### src/rtl/dmem_arbiter_if.sv
// Requester-side request/response bundle for one port of the data-memory arbiter.
// The requester drives valid/we/addr/wdata; the arbiter answers with ready/rsp/rdata/err.
interface dmem_arbiter_if #(
  parameter int M = 32
);
  logic         valid;
  logic         we;
  logic [M-1:0] addr;
  logic [M-1:0] wdata;
  logic         ready;
  logic         rsp;
  logic [M-1:0] rdata;
  logic         err;

  modport master (
    output valid, we, addr, wdata,
    input  ready, rsp, rdata, err
  );

  modport slave (
    input  valid, we, addr, wdata,
    output ready, rsp, rdata, err
  );
endinterface

### src/rtl/dmem_arbiter.sv
// Round-robin arbiter sharing the single-port data memory between the core (port 0)
// and the debug/loader (port 1); one transaction per three cycles, range-checked.
module dmem_arbiter #(
  parameter int N = 10,
  parameter int M = 32
) (
  input  logic         clk,
  input  logic         rst,
  dmem_arbiter_if.slave core,
  dmem_arbiter_if.slave dbg,
  output logic [M-1:0] mem_addr,
  output logic [M-1:0] mem_din,
  output logic         mem_wr_en,
  output logic         mem_rd_en,
  input  logic [M-1:0] mem_dout
);

  typedef enum logic [1:0] {IDLE, ISSUE, RESP} state_t;

  state_t       state;
  logic         last;
  logic         owner;
  logic         we_reg;
  logic         err_reg;
  logic         core_rsp_reg;
  logic         dbg_rsp_reg;
  logic [M-1:0] addr_reg;
  logic [M-1:0] wdata_reg;

  logic         grant_valid;
  logic         grant;
  logic         sel_we;
  logic         sel_in_range;
  logic [M-1:0] sel_addr;
  logic [M-1:0] sel_wdata;

  // On a tie the port that did not win last time gets the grant.
  always_comb begin
    grant_valid = 1'b0;
    grant       = 1'b0;
    if (state == IDLE) begin
      if (core.valid && dbg.valid) begin
        grant_valid = 1'b1;
        grant       = ~last;
      end else if (core.valid) begin
        grant_valid = 1'b1;
      end else if (dbg.valid) begin
        grant_valid = 1'b1;
        grant       = 1'b1;
      end
    end
  end

  assign sel_we       = grant ? dbg.we    : core.we;
  assign sel_addr     = grant ? dbg.addr  : core.addr;
  assign sel_wdata    = grant ? dbg.wdata : core.wdata;
  assign sel_in_range = (sel_addr >> N) == '0;

  assign core.ready = grant_valid && !grant;
  assign dbg.ready  = grant_valid && grant;

  assign mem_addr = addr_reg;
  assign mem_din  = wdata_reg;

  always_ff @(posedge clk or posedge rst) begin
    if (rst) begin
      state        <= IDLE;
      last         <= 1'b1;
      owner        <= 1'b0;
      we_reg       <= 1'b0;
      err_reg      <= 1'b0;
      addr_reg     <= '0;
      wdata_reg    <= '0;
      mem_wr_en    <= 1'b0;
      mem_rd_en    <= 1'b0;
      core_rsp_reg <= 1'b0;
      dbg_rsp_reg  <= 1'b0;
    end else begin
      case (state)
        IDLE: begin
          if (grant_valid) begin
            owner     <= grant;
            last      <= grant;
            we_reg    <= sel_we;
            addr_reg  <= sel_addr;
            wdata_reg <= sel_wdata;
            err_reg   <= !sel_in_range;
            // Strobes are registered so they are high for exactly the ISSUE cycle.
            mem_wr_en <= sel_in_range && sel_we;
            mem_rd_en <= sel_in_range && !sel_we;
            state     <= ISSUE;
          end
        end
        ISSUE: begin
          mem_wr_en    <= 1'b0;
          mem_rd_en    <= 1'b0;
          core_rsp_reg <= !owner;
          dbg_rsp_reg  <= owner;
          state        <= RESP;
        end
        RESP: begin
          core_rsp_reg <= 1'b0;
          dbg_rsp_reg  <= 1'b0;
          state        <= IDLE;
        end
        default: begin
          mem_wr_en    <= 1'b0;
          mem_rd_en    <= 1'b0;
          core_rsp_reg <= 1'b0;
          dbg_rsp_reg  <= 1'b0;
          state        <= IDLE;
        end
      endcase
    end
  end

  // Memory read data arrives in the RESP cycle, so it is forwarded rather than registered.
  assign core.rsp   = core_rsp_reg;
  assign core.err   = core_rsp_reg && err_reg;
  assign core.rdata = (core_rsp_reg && !we_reg && !err_reg) ? mem_dout : '0;
  assign dbg.rsp    = dbg_rsp_reg;
  assign dbg.err    = dbg_rsp_reg && err_reg;
  assign dbg.rdata  = (dbg_rsp_reg && !we_reg && !err_reg) ? mem_dout : '0;

endmodule
### src/flat_wrapper.sv
// flat-port wrapper written by rule: the top's interface ports become plain ports
module dmem_arbiter_flat 
#(
  parameter int N = 10,
  parameter int M = 32
)
  (clk, rst, mem_addr, mem_din, mem_wr_en, mem_rd_en, mem_dout, core_valid, core_we, core_addr, core_wdata, core_ready, core_rsp, core_rdata, core_err, dbg_valid, dbg_we, dbg_addr, dbg_wdata, dbg_ready, dbg_rsp, dbg_rdata, dbg_err);
  dmem_arbiter_if #(.M(M)) core_i ();
  dmem_arbiter_if #(.M(M)) dbg_i ();
  input  logic clk;
  input  logic rst;
  output logic [M-1:0] mem_addr;
  output logic [M-1:0] mem_din;
  output logic mem_wr_en;
  output logic mem_rd_en;
  input  logic [M-1:0] mem_dout;
  input wire logic [$bits(core_i.valid)-1:0] core_valid;
  input wire logic [$bits(core_i.we)-1:0] core_we;
  input wire logic [$bits(core_i.addr)-1:0] core_addr;
  input wire logic [$bits(core_i.wdata)-1:0] core_wdata;
  output wire logic [$bits(core_i.ready)-1:0] core_ready;
  output wire logic [$bits(core_i.rsp)-1:0] core_rsp;
  output wire logic [$bits(core_i.rdata)-1:0] core_rdata;
  output wire logic [$bits(core_i.err)-1:0] core_err;
  input wire logic [$bits(dbg_i.valid)-1:0] dbg_valid;
  input wire logic [$bits(dbg_i.we)-1:0] dbg_we;
  input wire logic [$bits(dbg_i.addr)-1:0] dbg_addr;
  input wire logic [$bits(dbg_i.wdata)-1:0] dbg_wdata;
  output wire logic [$bits(dbg_i.ready)-1:0] dbg_ready;
  output wire logic [$bits(dbg_i.rsp)-1:0] dbg_rsp;
  output wire logic [$bits(dbg_i.rdata)-1:0] dbg_rdata;
  output wire logic [$bits(dbg_i.err)-1:0] dbg_err;
  assign core_i.valid = core_valid;
  assign core_i.we = core_we;
  assign core_i.addr = core_addr;
  assign core_i.wdata = core_wdata;
  assign core_ready = core_i.ready;
  assign core_rsp = core_i.rsp;
  assign core_rdata = core_i.rdata;
  assign core_err = core_i.err;
  assign dbg_i.valid = dbg_valid;
  assign dbg_i.we = dbg_we;
  assign dbg_i.addr = dbg_addr;
  assign dbg_i.wdata = dbg_wdata;
  assign dbg_ready = dbg_i.ready;
  assign dbg_rsp = dbg_i.rsp;
  assign dbg_rdata = dbg_i.rdata;
  assign dbg_err = dbg_i.err;
  dmem_arbiter #(.N(N), .M(M)) u_core (.clk(clk), .rst(rst), .core(core_i), .dbg(dbg_i), .mem_addr(mem_addr), .mem_din(mem_din), .mem_wr_en(mem_wr_en), .mem_rd_en(mem_rd_en), .mem_dout(mem_dout));
endmodule
### config.mk
export PLATFORM = sky130hd
export DESIGN_NAME = dmem_arbiter_flat
export DESIGN_NICKNAME = d
export VERILOG_FILES = /design/src/rtl/dmem_arbiter_if.sv /design/src/rtl/dmem_arbiter.sv /design/src/flat_wrapper.sv
export SDC_FILE = /design/constraint.sdc
export NUM_CORES = 1
export LEC_CHECK = 0
export ABC_CLOCK_PERIOD_IN_PS = 3400
export CAP_MARGIN = 20
export CORE_AREA = 2 2 116 118
export CTS_BUF_LIST = sky130_fd_sc_hd__clkbuf_16
export CTS_CLUSTER_DIAMETER = 100
export CTS_CLUSTER_SIZE = 40
export DETAILED_ROUTE_END_ITERATION = 10
export DIE_AREA = 0 0 118 120
export GPL_ROUTABILITY_DRIVEN = 0
export PLACE_DENSITY = 0.69
export SYNTH_ARGS = -nofsm -noshare
export SYNTH_HDL_FRONTEND = slang
export SYNTH_SLANG_ARGS = --single-unit
export TNS_END_PERCENT = 100
### constraint.sdc
create_clock -name clk -period 3.4 [get_ports clk]
set_clock_uncertainty 0.05 [all_clocks]
set_input_delay 0.68 -clock clk [delete_from_list [all_inputs] [get_ports clk]]
set_output_delay 0.68 -clock clk [all_outputs]
set_load 0.01 [all_outputs]
# Word level (Yosys, flattened, before mapping)
# Cells that the tools add are included.
totals:
  mem_count: 0
  reg_bits: 74
  output_inout_bits: 136
  ram_bits: 0
  input_bits: 166
  latchBits: 0
  mem_bits_ro: 0
classes:
  magnitude_cmp: 0
  mux: 20
  n_div: 0
  add_sub_neg: 0
  mul: 0
  n_eq_ne: 3
  reduce_logical: 21
  n_shift: 0
  bitwise: 2
ops:
  columns: ["operator", "count"]
  rows:
  - ["32-bit two-way mux", 4]
  - ["32-bit logical NOT", 1]
  - ["1-bit logical AND", 11]
  - ["1-bit two-way mux", 10]
  - ["1-bit case mux with 2 select lines", 4]
  - ["1-bit logical NOT", 6]
  - ["2-bit case mux with 2 select lines", 1]
  - ["2-bit AND reduction", 2]
  - ["2-bit by 1-bit equality test with 1-bit output (second input constant)", 1]
  - ["2-bit equality test (second input constant)", 1]
  - ["2-bit logical NOT", 1]
  - ["2-bit two-way mux", 1]
  - ["2-bit by 1-bit != test with 1-bit output (second input constant)", 1]
  - ["1-bit inverter", 2]

# Logic depth before layout (Yosys ltp)
depth:
  depth_word: 9
  depth_mapped: 7

# Least setup slack after synthesis
# Ideal clock, no wire load.
synth_path:
  path_kind: "input to output"
  from: "input port core_valid"
  to: "output port dbg_ready"
  cell_stages: 5
  n_path_buf: 3
  slack_ns: 1.396
  arrival_time_ns: 1.274
  path_cell_list: "nand2_1 and3_1 buf_6 buf_8 buf_6"
synth_via:
  elab_chain_len: 4
  word_cells_on_any_way: 8
  cone_classes: "6 x mux; 2 x reduce/logical"
synth_lines:
  columns: ["item", "line", "source"]
  rows:
  - ["start, declared", "flat_wrapper.sv:17", "input wire logic [$bits(core_i.valid)-1:0] core_valid;"]
  - ["1-bit two-way mux / 1-bit logical AND (equally long branches)", "dmem_arbiter.sv:45, dmem_arbiter.sv:42", null]
  - ["1-bit two-way mux", "dmem_arbiter.sv:42", "if (core.valid && dbg.valid) begin"]
  - ["1-bit two-way mux", "dmem_arbiter.sv:41", "if (state == IDLE) begin"]
  - ["1-bit logical AND (*)", "dmem_arbiter.sv:60", "assign dbg.ready = grant_valid && grant;"]
  - ["end, declared", "flat_wrapper.sv:29", "output wire logic [$bits(dbg_i.ready)-1:0] dbg_ready;"]
# Mark *: on every way between the ends. The rest lies on a longest branch, timed or not.

# Worst setup path in the final report
layout_path:
  from: "input port dbg_valid"
  to: "output port dbg_ready"
layout_via:
  elab_chain_len: 5
  word_cells_on_any_way: 9
  cone_classes: "7 x mux; 2 x reduce/logical"
layout_lines:
  columns: ["item", "line", "source"]
  rows:
  - ["start, declared", "flat_wrapper.sv:25", "input wire logic [$bits(dbg_i.valid)-1:0] dbg_valid;"]
  - ["1-bit two-way mux", "dmem_arbiter.sv:47", "end else if (dbg.valid) begin"]
  - ["1-bit two-way mux", "dmem_arbiter.sv:45", "end else if (core.valid) begin"]
  - ["1-bit two-way mux", "dmem_arbiter.sv:42", null]
  - ["1-bit two-way mux", "dmem_arbiter.sv:41", null]
  - ["1-bit logical AND (*)", "dmem_arbiter.sv:60", null]
# Marks and branches as above.

==> results_dict.tcl <==
set metrics [dict create \
    synth_top_flop_cell "dfrtp_1" \
    num_vias 3939 \
    cts_resized 0 \
    insertion_delay_ns 0.32 \
    clockPowerShare_pct 18.9 \
    antenna_found_initial 0 \
    placed_cells 822 \
    cp_max_fo 6 \
    design_area_um2 7160 \
    synth_area_leader_cell "dfrtp_1" \
    setup_slack_ns 0.536 \
    first_pass_iters 9 \
    power.total_mw 4.81 \
    diodes 0 \
    worst_pin_slew_ns 0.808 \
    drive_gt1_share_pct 4.38 \
    finalCriticalPeriod_ns 2.86 \
    die_w_um 118 \
    syn_inst 366 \
    synth.avg_cell_area_um2 10.1 \
    netlist_area_um2 3700 \
    pre_cts_ws_ns 0.397 \
    finalHoldViolations 0 \
    synth_nets 532 \
    dp_hpwl_um 10500 \
    grtUsageTotal_pct 18.7 \
    synth_most_common_cell "dfrtp_1" \
    crit_arrival_ns 2.13 \
    power.leakage_nw 3.03 \
    synth_edf_count 0 \
    p_switching_mw 1.65 \
    peakVddDrop_v 0.000330 \
    p_int_mw 3.16 \
    rsz0062_at_grt "false" \
    cts_setup_buffers 0 \
    drt_wl_total_um 13600 \
    cts_tree "yes" \
    grt_pass1_wl_um 20900 \
    grt-ovfl-total 0 \
    synth_common_cells "dfrtp_1 (73), and2_1 (66), inv_1 (44), a222oi_1 (42)" \
    status "complete, no violations" \
    drtAntennaViolNets 0 \
    synth_top_area_share_pct 49.4 \
    ctsLongestPathBuffers 2 \
    drtIter0Drc 413 \
    clkTransAtPathRegs_ns 0.06 \
    power_frac_comb_pct 48.8 \
    startpoint_type "input pin" \
    rows 42 \
    placed_cell_area_um2 6870 \
    clkSinkCount 74 \
    portBuffers 301 \
    cts_buffers 9 \
    ys_types 26 \
    initial_core_util_pct 28.5 \
    area_growth_pct 93.4 \
    grt_pass1_vias 4048 \
    cts-root-buf "clkbuf_16" \
    relSlewSlack_pct 46.1 \
    async_flop_share_pct 100 \
    drv_slew 0 \
    fin_hold_ws_ns 0.435 \
    grt_max_degree 63 \
    seqPwrFrac_pct 32.4 \
    drc 0 \
    finalSetupViolations 0 \
    setup_tns_ns 0 \
    synth.area.top_cells "dfrtp_1 (49%), a222oi_1 (11%), and2_1 (11%)" \
    min_period_over_period_pct 84.2 \
    core_um2 13000 \
    max_freq_mhz 349 \
    cp.required_ns 2.67 \
    num-fill-cells 1184 \
    instances_no_fill 838 \
    cap_violations 0 \
    vias_per_cell 4.70 \
    fp.dieH_um 120 \
    path_class "in -> out" \
    hold_buffers 0 \
    avgRoutedWirePerCell_um 16.2 \
    io-pin-count 302 \
    nets 823 \
    yosys_warnings 0 \
    netSwitchingFraction_pct 34.4 \
    r2r_setup_slack_ns 0.96 \
    final_core_util_pct 55.1 \
    die_area_um2 14200 \
    critPathCaptureType "primary output" \
    ys_seq_area_share_pct 50.1 \
    hold_path_class "reg -> reg" \
    powerDensity_nw_per_um2 673 \
    ys_ff_latch 74 \
    h-tree-depth 3 \
]
[routing by layer]
layer  part of all wire, %  track usage [%]  vias to the layer above  wire [um]
li1                      -                -                     1876          -
met1                    38             21.2                     1855       5180
met2                    50             32.1                      196       6820
met3                   9.8             6.94                       12       1330
met4                   1.8             6.78                        0        241
met5                     0                0                        -          0
[worst paths after layout]
path / start / endpoint / cells past startpoint
setup / recovery: dbg_valid / dbg_ready / 3
hold / removal: u_core.mem_addr[20]$_DFFE_PP0P_ / u_core.mem_addr[20]$_DFFE_PP0P_ / 2
setup reg to reg: u_core.state[0]$_DFFE_PP0P_ / u_core.err_reg$_DFFE_PP0P_ / 6
hold reg to reg: u_core.mem_addr[20]$_DFFE_PP0P_ / u_core.mem_addr[20]$_DFFE_PP0P_ / 2
max in group asynchronous: rst / u_core.last$_DFFE_PP1P_ / 3
min in group asynchronous: rst / u_core.mem_din[0]$_DFFE_PP0P_ / 2
[logic make-up (layout without fill, tap and decap cells)]
family	count (synthesis)	in the layout	share of synthesized area, %
AO/OA/AOI/OAI	71	71	15.5
multiplexers	25	25	7.10
AND/OR/NAND/NOR	122	122	18.2
buffers and inverters	74	370	9.16
flip-flops	74	74	50.1
[final cells by class]
type | instances | area, um2 | share of cell area (%)
Tap cell | 176 | 220 | 3.08
Inverter | 46 | 174 | 2.43
Timing Repair Buffer | 308 | 3090 | 43.2
Clock buffer | 9 | 225 | 3.15
Sequential cell | 74 | 1850 | 25.9
Multi-Input combinational cell | 218 | 1530 | 21.4
Clock inverter | 7 | 61.3 | 0.857
[power by group through the flow]
stage,registers (mW),clock network (mW),logic (mW)
finish,1.56,0.908,2.35
global route,1.61,0.977,2.55
CTS,1.56,0.944,2.38
detailed placement,1.56,0,2.38
global placement,1.55,0,2.33
floorplan,1.71,0,0.984
[worst max-delay path, stage by stage]
cell and delay, ns:
clkdlybuf4s50_1 0.57, and3_2 0.32, clkdlybuf4s50_1 0.57
[cells in the final DEF, fill, tap and decap left out, types with 2 or more instances in the layout]
cell / instances
a222oi_1: 42
and2_1: 66
and3_2: 2
buf_12: 2
buf_4: 5
clkbuf_16: 9
clkdlybuf4s50_1: 301
clkinv_1: 2
dfrtp_1: 73
inv_1: 45
inv_2: 2
mux2i_1: 24
nand2_1: 26
nand3_1: 2
nand4_1: 2
nor2_1: 10
nor3b_2: 2
nor4_1: 10
o21ai_1: 25
Power figures use the tool's default switching activity.
